`src/rtl/sc_useq_controller_if.sv`:
```
// Datapath-side bus of the microsequencer: program load port, start handshake,
// flags in, control word / upc / busy / done out.
interface sc_useq_controller_if #(
  parameter int DATAWIDTH_CONTROL = 20,
  parameter int UPROG_ADDRWIDTH   = 4,
  parameter int LOOPCOUNT_WIDTH   = 8
);
  localparam int UWORD = DATAWIDTH_CONTROL + 3 + UPROG_ADDRWIDTH;

  logic                         sc_useq_controller_uprogwrite_InHigh;
  logic [UPROG_ADDRWIDTH-1:0]   sc_useq_controller_uprogaddr_InBUS;
  logic [UWORD-1:0]             sc_useq_controller_uprogdata_InBUS;
  logic                         sc_useq_controller_start_InHigh;
  logic [LOOPCOUNT_WIDTH-1:0]   sc_useq_controller_loopcount_InBUS;
  logic                         sc_useq_controller_overflow_InLow;
  logic                         sc_useq_controller_carry_InLow;
  logic                         sc_useq_controller_negative_InLow;
  logic                         sc_useq_controller_zero_InLow;
  logic [DATAWIDTH_CONTROL-1:0] sc_useq_controller_control_OutBUS;
  logic [UPROG_ADDRWIDTH-1:0]   sc_useq_controller_upc_OutBUS;
  logic                         sc_useq_controller_busy_OutHigh;
  logic                         sc_useq_controller_done_OutHigh;

  modport master (
    output sc_useq_controller_uprogwrite_InHigh, sc_useq_controller_uprogaddr_InBUS,
           sc_useq_controller_uprogdata_InBUS, sc_useq_controller_start_InHigh,
           sc_useq_controller_loopcount_InBUS, sc_useq_controller_overflow_InLow,
           sc_useq_controller_carry_InLow, sc_useq_controller_negative_InLow,
           sc_useq_controller_zero_InLow,
    input  sc_useq_controller_control_OutBUS, sc_useq_controller_upc_OutBUS,
           sc_useq_controller_busy_OutHigh, sc_useq_controller_done_OutHigh
  );

  modport slave (
    input  sc_useq_controller_uprogwrite_InHigh, sc_useq_controller_uprogaddr_InBUS,
           sc_useq_controller_uprogdata_InBUS, sc_useq_controller_start_InHigh,
           sc_useq_controller_loopcount_InBUS, sc_useq_controller_overflow_InLow,
           sc_useq_controller_carry_InLow, sc_useq_controller_negative_InLow,
           sc_useq_controller_zero_InLow,
    output sc_useq_controller_control_OutBUS, sc_useq_controller_upc_OutBUS,
           sc_useq_controller_busy_OutHigh, sc_useq_controller_done_OutHigh
  );
endinterface

```
`src/rtl/sc_useq_controller.sv`:
```
// Microprogrammed datapath controller: writable program RAM, FETCH/EXEC sequencing,
// flag-conditional branches and a DJNZ loop counter behind a start/busy/done handshake.
module sc_useq_controller #(
  parameter int DATAWIDTH_CONTROL = 20,
  parameter int UPROG_DEPTH       = 16,
  parameter int UPROG_ADDRWIDTH   = 4,
  parameter int LOOPCOUNT_WIDTH   = 8,
  parameter logic [DATAWIDTH_CONTROL-1:0] CTRL_NOP = '0
) (
  input logic sc_useq_controller_CLOCK_50,
  input logic sc_useq_controller_RESET_InHigh,
  sc_useq_controller_if.slave bus
);
  localparam int UWORD = DATAWIDTH_CONTROL + 3 + UPROG_ADDRWIDTH;
  localparam logic [UPROG_ADDRWIDTH-1:0] UPC_LAST = UPROG_ADDRWIDTH'(UPROG_DEPTH - 1);

  typedef enum logic [1:0] {S_IDLE, S_FETCH, S_EXEC, S_DONE} state_t;
  typedef enum logic [2:0] {C_NEXT, C_JUMP, C_JZ, C_JN, C_JC, C_JV, C_DJNZ, C_HALT} cond_t;

  logic [UWORD-1:0]             r_ram [UPROG_DEPTH];
  state_t                       r_state, w_next;
  logic [UPROG_ADDRWIDTH-1:0]   r_upc;
  logic [UWORD-1:0]             r_ir;
  logic [LOOPCOUNT_WIDTH-1:0]   r_loop;

  cond_t                        w_cond;
  logic [UPROG_ADDRWIDTH-1:0]   w_tgt, w_tgt_wrap, w_upc_inc;
  logic [DATAWIDTH_CONTROL-1:0] w_ictrl, w_ctrl;
  logic                         w_taken, w_busy, w_done, w_wr_ok;

  assign w_cond     = cond_t'(r_ir[UWORD-1 -: 3]);
  assign w_tgt      = r_ir[DATAWIDTH_CONTROL +: UPROG_ADDRWIDTH];
  assign w_ictrl    = r_ir[DATAWIDTH_CONTROL-1:0];
  assign w_tgt_wrap = UPROG_ADDRWIDTH'(32'(w_tgt) % UPROG_DEPTH);
  assign w_upc_inc  = (r_upc == UPC_LAST) ? '0 : r_upc + 1'b1;
  assign w_wr_ok    = (r_state == S_IDLE) && bus.sc_useq_controller_uprogwrite_InHigh &&
                      (32'(bus.sc_useq_controller_uprogaddr_InBUS) < UPROG_DEPTH);

  // Flags are active-low; DJNZ jumps only while the decremented count stays non-zero.
  always_comb begin
    w_taken = 1'b0;
    case (w_cond)
      C_JUMP:  w_taken = 1'b1;
      C_JZ:    w_taken = !bus.sc_useq_controller_zero_InLow;
      C_JN:    w_taken = !bus.sc_useq_controller_negative_InLow;
      C_JC:    w_taken = !bus.sc_useq_controller_carry_InLow;
      C_JV:    w_taken = !bus.sc_useq_controller_overflow_InLow;
      C_DJNZ:  w_taken = (r_loop != '0) && (r_loop != LOOPCOUNT_WIDTH'(1));
      default: w_taken = 1'b0;
    endcase
  end

  always_ff @(posedge sc_useq_controller_CLOCK_50 or posedge sc_useq_controller_RESET_InHigh) begin
    if (sc_useq_controller_RESET_InHigh) r_state <= S_IDLE;
    else                                 r_state <= w_next;
  end

  always_comb begin
    w_next = r_state;
    w_ctrl = CTRL_NOP;
    w_busy = 1'b0;
    w_done = 1'b0;
    case (r_state)
      S_IDLE:  if (bus.sc_useq_controller_start_InHigh) w_next = S_FETCH;
      S_FETCH: begin
        w_busy = 1'b1;
        w_next = S_EXEC;
      end
      S_EXEC: begin
        w_busy = 1'b1;
        w_ctrl = w_ictrl;
        w_next = (w_cond == C_HALT) ? S_DONE : S_FETCH;
      end
      S_DONE: begin
        w_done = 1'b1;
        w_next = S_IDLE;
      end
      default: w_next = S_IDLE;
    endcase
  end

  always_ff @(posedge sc_useq_controller_CLOCK_50 or posedge sc_useq_controller_RESET_InHigh) begin
    if (sc_useq_controller_RESET_InHigh) begin
      r_upc  <= '0;
      r_ir   <= '0;
      r_loop <= '0;
    end else begin
      case (r_state)
        S_IDLE: if (bus.sc_useq_controller_start_InHigh) begin
          r_upc  <= '0;
          r_loop <= bus.sc_useq_controller_loopcount_InBUS;
        end
        S_FETCH: r_ir <= r_ram[r_upc];
        S_EXEC: if (w_cond != C_HALT) begin
          r_upc <= w_taken ? w_tgt_wrap : w_upc_inc;
          if (w_cond == C_DJNZ && r_loop != '0) r_loop <= r_loop - 1'b1;
        end
        default: ;
      endcase
    end
  end

  // Program RAM has no reset so a loaded program survives a mid-run abort.
  always_ff @(posedge sc_useq_controller_CLOCK_50) begin
    if (w_wr_ok)
      r_ram[bus.sc_useq_controller_uprogaddr_InBUS] <= bus.sc_useq_controller_uprogdata_InBUS;
  end

  assign bus.sc_useq_controller_control_OutBUS = w_ctrl;
  assign bus.sc_useq_controller_upc_OutBUS     = r_upc;
  assign bus.sc_useq_controller_busy_OutHigh   = w_busy;
  assign bus.sc_useq_controller_done_OutHigh   = w_done;
endmodule
```
`src/flat_wrapper.sv`:
```
// flat-port wrapper written by rule: the top's interface ports become plain ports
module sc_useq_controller_flat 
#(
  parameter int DATAWIDTH_CONTROL = 20,
  parameter int UPROG_DEPTH       = 16,
  parameter int UPROG_ADDRWIDTH   = 4,
  parameter int LOOPCOUNT_WIDTH   = 8,
  parameter logic [DATAWIDTH_CONTROL-1:0] CTRL_NOP = '0
)
  (sc_useq_controller_CLOCK_50, sc_useq_controller_RESET_InHigh, bus_sc_useq_controller_uprogwrite_InHigh, bus_sc_useq_controller_uprogaddr_InBUS, bus_sc_useq_controller_uprogdata_InBUS, bus_sc_useq_controller_start_InHigh, bus_sc_useq_controller_loopcount_InBUS, bus_sc_useq_controller_overflow_InLow, bus_sc_useq_controller_carry_InLow, bus_sc_useq_controller_negative_InLow, bus_sc_useq_controller_zero_InLow, bus_sc_useq_controller_control_OutBUS, bus_sc_useq_controller_upc_OutBUS, bus_sc_useq_controller_busy_OutHigh, bus_sc_useq_controller_done_OutHigh);
  sc_useq_controller_if #(.DATAWIDTH_CONTROL(DATAWIDTH_CONTROL), .UPROG_ADDRWIDTH(UPROG_ADDRWIDTH), .LOOPCOUNT_WIDTH(LOOPCOUNT_WIDTH)) bus_i ();
  input logic sc_useq_controller_CLOCK_50;
  input logic sc_useq_controller_RESET_InHigh;
  input wire logic [$bits(bus_i.sc_useq_controller_uprogwrite_InHigh)-1:0] bus_sc_useq_controller_uprogwrite_InHigh;
  input wire logic [$bits(bus_i.sc_useq_controller_uprogaddr_InBUS)-1:0] bus_sc_useq_controller_uprogaddr_InBUS;
  input wire logic [$bits(bus_i.sc_useq_controller_uprogdata_InBUS)-1:0] bus_sc_useq_controller_uprogdata_InBUS;
  input wire logic [$bits(bus_i.sc_useq_controller_start_InHigh)-1:0] bus_sc_useq_controller_start_InHigh;
  input wire logic [$bits(bus_i.sc_useq_controller_loopcount_InBUS)-1:0] bus_sc_useq_controller_loopcount_InBUS;
  input wire logic [$bits(bus_i.sc_useq_controller_overflow_InLow)-1:0] bus_sc_useq_controller_overflow_InLow;
  input wire logic [$bits(bus_i.sc_useq_controller_carry_InLow)-1:0] bus_sc_useq_controller_carry_InLow;
  input wire logic [$bits(bus_i.sc_useq_controller_negative_InLow)-1:0] bus_sc_useq_controller_negative_InLow;
  input wire logic [$bits(bus_i.sc_useq_controller_zero_InLow)-1:0] bus_sc_useq_controller_zero_InLow;
  output wire logic [$bits(bus_i.sc_useq_controller_control_OutBUS)-1:0] bus_sc_useq_controller_control_OutBUS;
  output wire logic [$bits(bus_i.sc_useq_controller_upc_OutBUS)-1:0] bus_sc_useq_controller_upc_OutBUS;
  output wire logic [$bits(bus_i.sc_useq_controller_busy_OutHigh)-1:0] bus_sc_useq_controller_busy_OutHigh;
  output wire logic [$bits(bus_i.sc_useq_controller_done_OutHigh)-1:0] bus_sc_useq_controller_done_OutHigh;
  assign bus_i.sc_useq_controller_uprogwrite_InHigh = bus_sc_useq_controller_uprogwrite_InHigh;
  assign bus_i.sc_useq_controller_uprogaddr_InBUS = bus_sc_useq_controller_uprogaddr_InBUS;
  assign bus_i.sc_useq_controller_uprogdata_InBUS = bus_sc_useq_controller_uprogdata_InBUS;
  assign bus_i.sc_useq_controller_start_InHigh = bus_sc_useq_controller_start_InHigh;
  assign bus_i.sc_useq_controller_loopcount_InBUS = bus_sc_useq_controller_loopcount_InBUS;
  assign bus_i.sc_useq_controller_overflow_InLow = bus_sc_useq_controller_overflow_InLow;
  assign bus_i.sc_useq_controller_carry_InLow = bus_sc_useq_controller_carry_InLow;
  assign bus_i.sc_useq_controller_negative_InLow = bus_sc_useq_controller_negative_InLow;
  assign bus_i.sc_useq_controller_zero_InLow = bus_sc_useq_controller_zero_InLow;
  assign bus_sc_useq_controller_control_OutBUS = bus_i.sc_useq_controller_control_OutBUS;
  assign bus_sc_useq_controller_upc_OutBUS = bus_i.sc_useq_controller_upc_OutBUS;
  assign bus_sc_useq_controller_busy_OutHigh = bus_i.sc_useq_controller_busy_OutHigh;
  assign bus_sc_useq_controller_done_OutHigh = bus_i.sc_useq_controller_done_OutHigh;
  sc_useq_controller #(.DATAWIDTH_CONTROL(DATAWIDTH_CONTROL), .UPROG_DEPTH(UPROG_DEPTH), .UPROG_ADDRWIDTH(UPROG_ADDRWIDTH), .LOOPCOUNT_WIDTH(LOOPCOUNT_WIDTH), .CTRL_NOP(CTRL_NOP)) u_core (.sc_useq_controller_CLOCK_50(sc_useq_controller_CLOCK_50), .sc_useq_controller_RESET_InHigh(sc_useq_controller_RESET_InHigh), .bus(bus_i));
endmodule
```
`config.mk`:
```
export PLATFORM = sky130hd
export DESIGN_NAME = sc_useq_controller_flat
export DESIGN_NICKNAME = d
export VERILOG_FILES = /design/src/rtl/sc_useq_controller_if.sv /design/src/rtl/sc_useq_controller.sv /design/src/flat_wrapper.sv
export SDC_FILE = /design/constraint.sdc
export NUM_CORES = 1
export LEC_CHECK = 0
export ABC_CLOCK_PERIOD_IN_PS = 9850
export CAP_MARGIN = 10
export CORE_MARGIN = 4
export CORE_UTILIZATION = 60
export CTS_CLUSTER_SIZE = 25
export DETAILED_ROUTE_END_ITERATION = 8
export PLACE_DENSITY = 0.79
export SLEW_MARGIN = 10
export SYNTH_ARGS = -nofsm -noshare
export SYNTH_HDL_FRONTEND = slang
export SYNTH_SLANG_ARGS = --single-unit
```
`constraint.sdc`:
```
create_clock -name sc_useq_controller_CLOCK_50 -period 9.85 [get_ports sc_useq_controller_CLOCK_50]
set_clock_uncertainty 0.05 [all_clocks]
set_input_delay 2.955 -clock sc_useq_controller_CLOCK_50 [delete_from_list [all_inputs] [get_ports sc_useq_controller_CLOCK_50]]
set_output_delay 2.955 -clock sc_useq_controller_CLOCK_50 [all_outputs]
set_load 0.01 [all_outputs]
```
==> run_results.csv <==
group,metric,value,unit
global_route,grt_usage,25.7,%
synth,ys_seq_area_share,75.3,%
synth,synth_top_family_by_area,"multiplexers",
timing,fmax,0.168,GHz
synth,synth_compound_area_share,4.65,%
timing,report.final.slew_viol_count,0,
global_route,met2_usage,41.8,%
finish,antenna_cells,0,
placement,io_buffers,72,
synth,synth-seq-cells,473,
detailed_routing,vias,9996,
run_status,status,"finished clean",
global_route,grt_pass1_vias,10100,
critical_path,critPathRequiredTime,6.85,ns
critical_path,critPathCaptureType,"output port",
critical_path,crit_type,"flop to output port",
global_route,busiest_layer,"met2",
clock_network,worstSkewPairLatency,0.54,ns
global_route,use_met3,4.16,%
timing,post-route-period-util,60.3,%
finish,final_layout_size_suffix_gt1_share,18.3,%
clock_network,cts_tree,"yes",
detailed_routing,drc,0,
timing,tns,0,ns
timing,setup_viol,0,
detailed_routing,drtPass1Iterations,6,
synth,synth_fa_ha_area_share,0.606,%
power,power_density,261,mW/mm^2
detailed_routing,vias_per_cell,6.75,
die,die-area,0.0339,sq mm
synth,post-synth-top-area-fraction,69.8,%
hold_path,min-delay-start,"u_core.r_state[1]",
finish,nNetsFinal,1105,
synth,syn_inst,970,
detailed_routing,ant_nets,0,
detailed_routing,routedWlPerCell,29.0,um
critical_path,r2r_cells,5,
clock_network,cts_root_buffer,"clkbuf_16",
critical_path,r2r_slack,6.52,ns
die,placeableCoreArea,0.0306,sq mm
placement,placed_cell_area,0.0198,sq mm
critical_path,worst-path-max-fanout,17,
critical_path,startpoint_type,"flop",
synth,synthSimpleGateAreaFrac,3.20,%
die,chipWidth,184,um
global_route,grt_max_degree,64,
timing,rsz0062_at_grt,"no",
power,peakVddDrop,0.169,mV
detailed_routing,dr.first_iter.drc_count,1138,
die,fp-row-count,64,
clock_network,post_cts_resized,0,
synth,syn_nets,1026,
critical_path,worstPathArrival,2.94,ns
clock_network,cts_hold_buf,0,
synth,netlist_area,0.0186,sq mm
critical_path,startpoint,"u_core.r_state[0]",
synth,synth_cell_type_count,53,
synth,synth_area_leaders,"edfxtp_1, mux4_2, dfrtp_1",
finish,fin_area,0.0213,sq mm
die,die_y,184,um
synth,syn_avg_cell_area,19.2,sq um
synth,synth_flop_cell,"edfxtp_1",
clock_network,cts_setup_buffers,0,
hold_path,hold_path_class,"flop to flop",
global_route,use_met1,36.2,%
synth,synth-edff-count,432,
timing,relSlewSlack,24.6,%
critical_path,cp-endpoint,"bus_sc_useq_controller_control_OutBUS[10]",
critical_path,rr_startpoint,"u_core.bus.sc_useq_controller_upc_OutBUS[0]",
critical_path,max_stage_delay,0.63,ns
detailed_routing,routed_wl,43000,um
die,initial_utilization,60.8,%
synth,synth_xor_area_share,0,%
power,p_leak,6.88,nW
critical_path,crit_chain,"inv_1, ha_1, buf_4, and2_1, clkdlybuf4s50_1",
clock_network,cts_inserted_buffers,45,
clock_network,h-tree-depth,2,
die,io_pins,73,
timing,hold_violations,0,
placement,gp_congestion,0.835,
global_route,grt_pass1_wl,64200,um
timing,tightest_slew,1.13,ns
critical_path,reg2reg_to,"u_core.r_ir[22]",
global_route,grt_overflow,0,
global_route,antenna_found_initial,0,
clock_network,cts_sinks,473,
critical_path,slowest_stage,"ha_1",
synth,synth_top_area_cell,"edfxtp_1",
clock_network,cts_buffer_depth,3,
run,max-cap-violations,0,
hold_path,min_delay_path_depth,1,
synth,yosysWarnings,0,
synth,synth_mux_area_share,14.5,%
clock_network,clk_pin_slew_worst_paths,0.07,ns
finish,syn_to_final_growth,14.4,%
synth,synthArstFlopShare,8.67,%
timing,min_period,5.94,ns
placement,hpwl,23300,um
[how the worst min path moves through the flow]
stage | to | slack (ns)
after detailed placement | u_core.r_state[1] | 0.48
after floorplan | u_core.r_loop[6] | 0.44
after global placement | u_core.r_state[1] | 0.47
after CTS | u_core.r_state[1] | 0.49
final | u_core.r_state[1] | 0.50
after global routing | u_core.r_loop[6] | 0.54
[report_power, final]
part	internal (mW)	leakage (nW)	total [mW]	switching, mW
clock	1.01	0.737	1.72	0.715
sequential	2.31	4.35	2.41	0.100
combinational	0.622	1.79	1.41	0.787
total	3.94	6.88	5.54	1.60
[stage by stage]
stage	utilization, %	setup slack, ns	total power [mW]	hold slack, ns	instances
after floorplan	-	4.09	3.38	0.443	970
after global placement	64.6	4.28	3.80	0.471	1398
after detailed placement	64.6	4.20	3.83	0.480	1398
after CTS	69.5	3.89	5.56	0.490	1481
after global routing	69.5	3.79	5.76	0.540	1481
final	69.5	3.91	5.54	0.496	1481
[critical path: cells and delay by family, from the launching register on]
family        cells  cell delay, ns
fa+ha+maj         1            0.63
buf+inv           3            1.13
flops             1            0.41
simple gates      1            0.21
[per-layer routing]
layer / up-vias / part of all wire (%) / wire length, um
met2: 624 / 50 / 21500
met5: - / 0 / 0
met3: 95 / 8.5 / 3670
li1: 4117 / - / -
met4: 0 / 3.2 / 1380
met1: 5160 / 38 / 16400
[area by class of cell]
class	instances	area, sq um
clock buffer	57	1250
clock inverter	26	239
fill	1838	9330
inverter	16	73.8
multi-input combinational	428	4370
sequential	473	14000
tap	396	495
timing repair buffer	85	818
[synth_stat cells, drive strengths merged (3+ instances only)]
master    n
buf      34
inv      15
o21ai    25
mux4     76
ha        9
nor2     33
nor3      9
edfxtp  432
nand3     3
a21oi    33
or3       4
nor4      3
or2       3
o22ai    39
a221o     3
nand4     3
a311oi    4
clkbuf   19
mux2     13
mux2i    83
nand2b    8
o32ai    16
and2     21
nand2    13
o311ai    5
dfrtp    41
[registers in the layout, indices dropped and copies added, names as in the netlist]
signal and flops:
u_core.bus.sc_useq_controller_upc_OutBUS 4, u_core.r_ir 27, u_core.r_loop 8, u_core.r_ram 432, u_core.r_state 2
[placed cells by master (no fill, tap or decap), types with 4 or more instances in the layout]
cell             instances
o22ai_1                 39
nand2b_1                 8
inv_1                   13
o32ai_1                 16
a311oi_1                 4
a21oi_1                 33
buf_4                   13
clkbuf_1                 6
o311ai_0                 4
clkbuf_8                 4
nor2_4                  12
or3_1                    4
ha_1                     8
and2_1                  21
nor3_1                   5
edfxtp_1               432
clkdlybuf4s50_1         72
dfrtp_1                 38
nand2_1                 13
clkinv_1                 6
clkbuf_16               47
bufinv_16                4
nor2_1                  21
nor3_2                   4
mux4_2                  76
mux2_2                  12
o21ai_0                 24
mux2i_1                 83
clkinv_2                11
[kinds of logic after synthesis]
family	count (synthesis)
DFF	473
muxes	172
AOI/OAI and AO/OA	135
adders and majority gates	9
and+or+nand+nor	112
buffers and inverters	69
No activity file was read; power rests on OpenSTA's default activity.
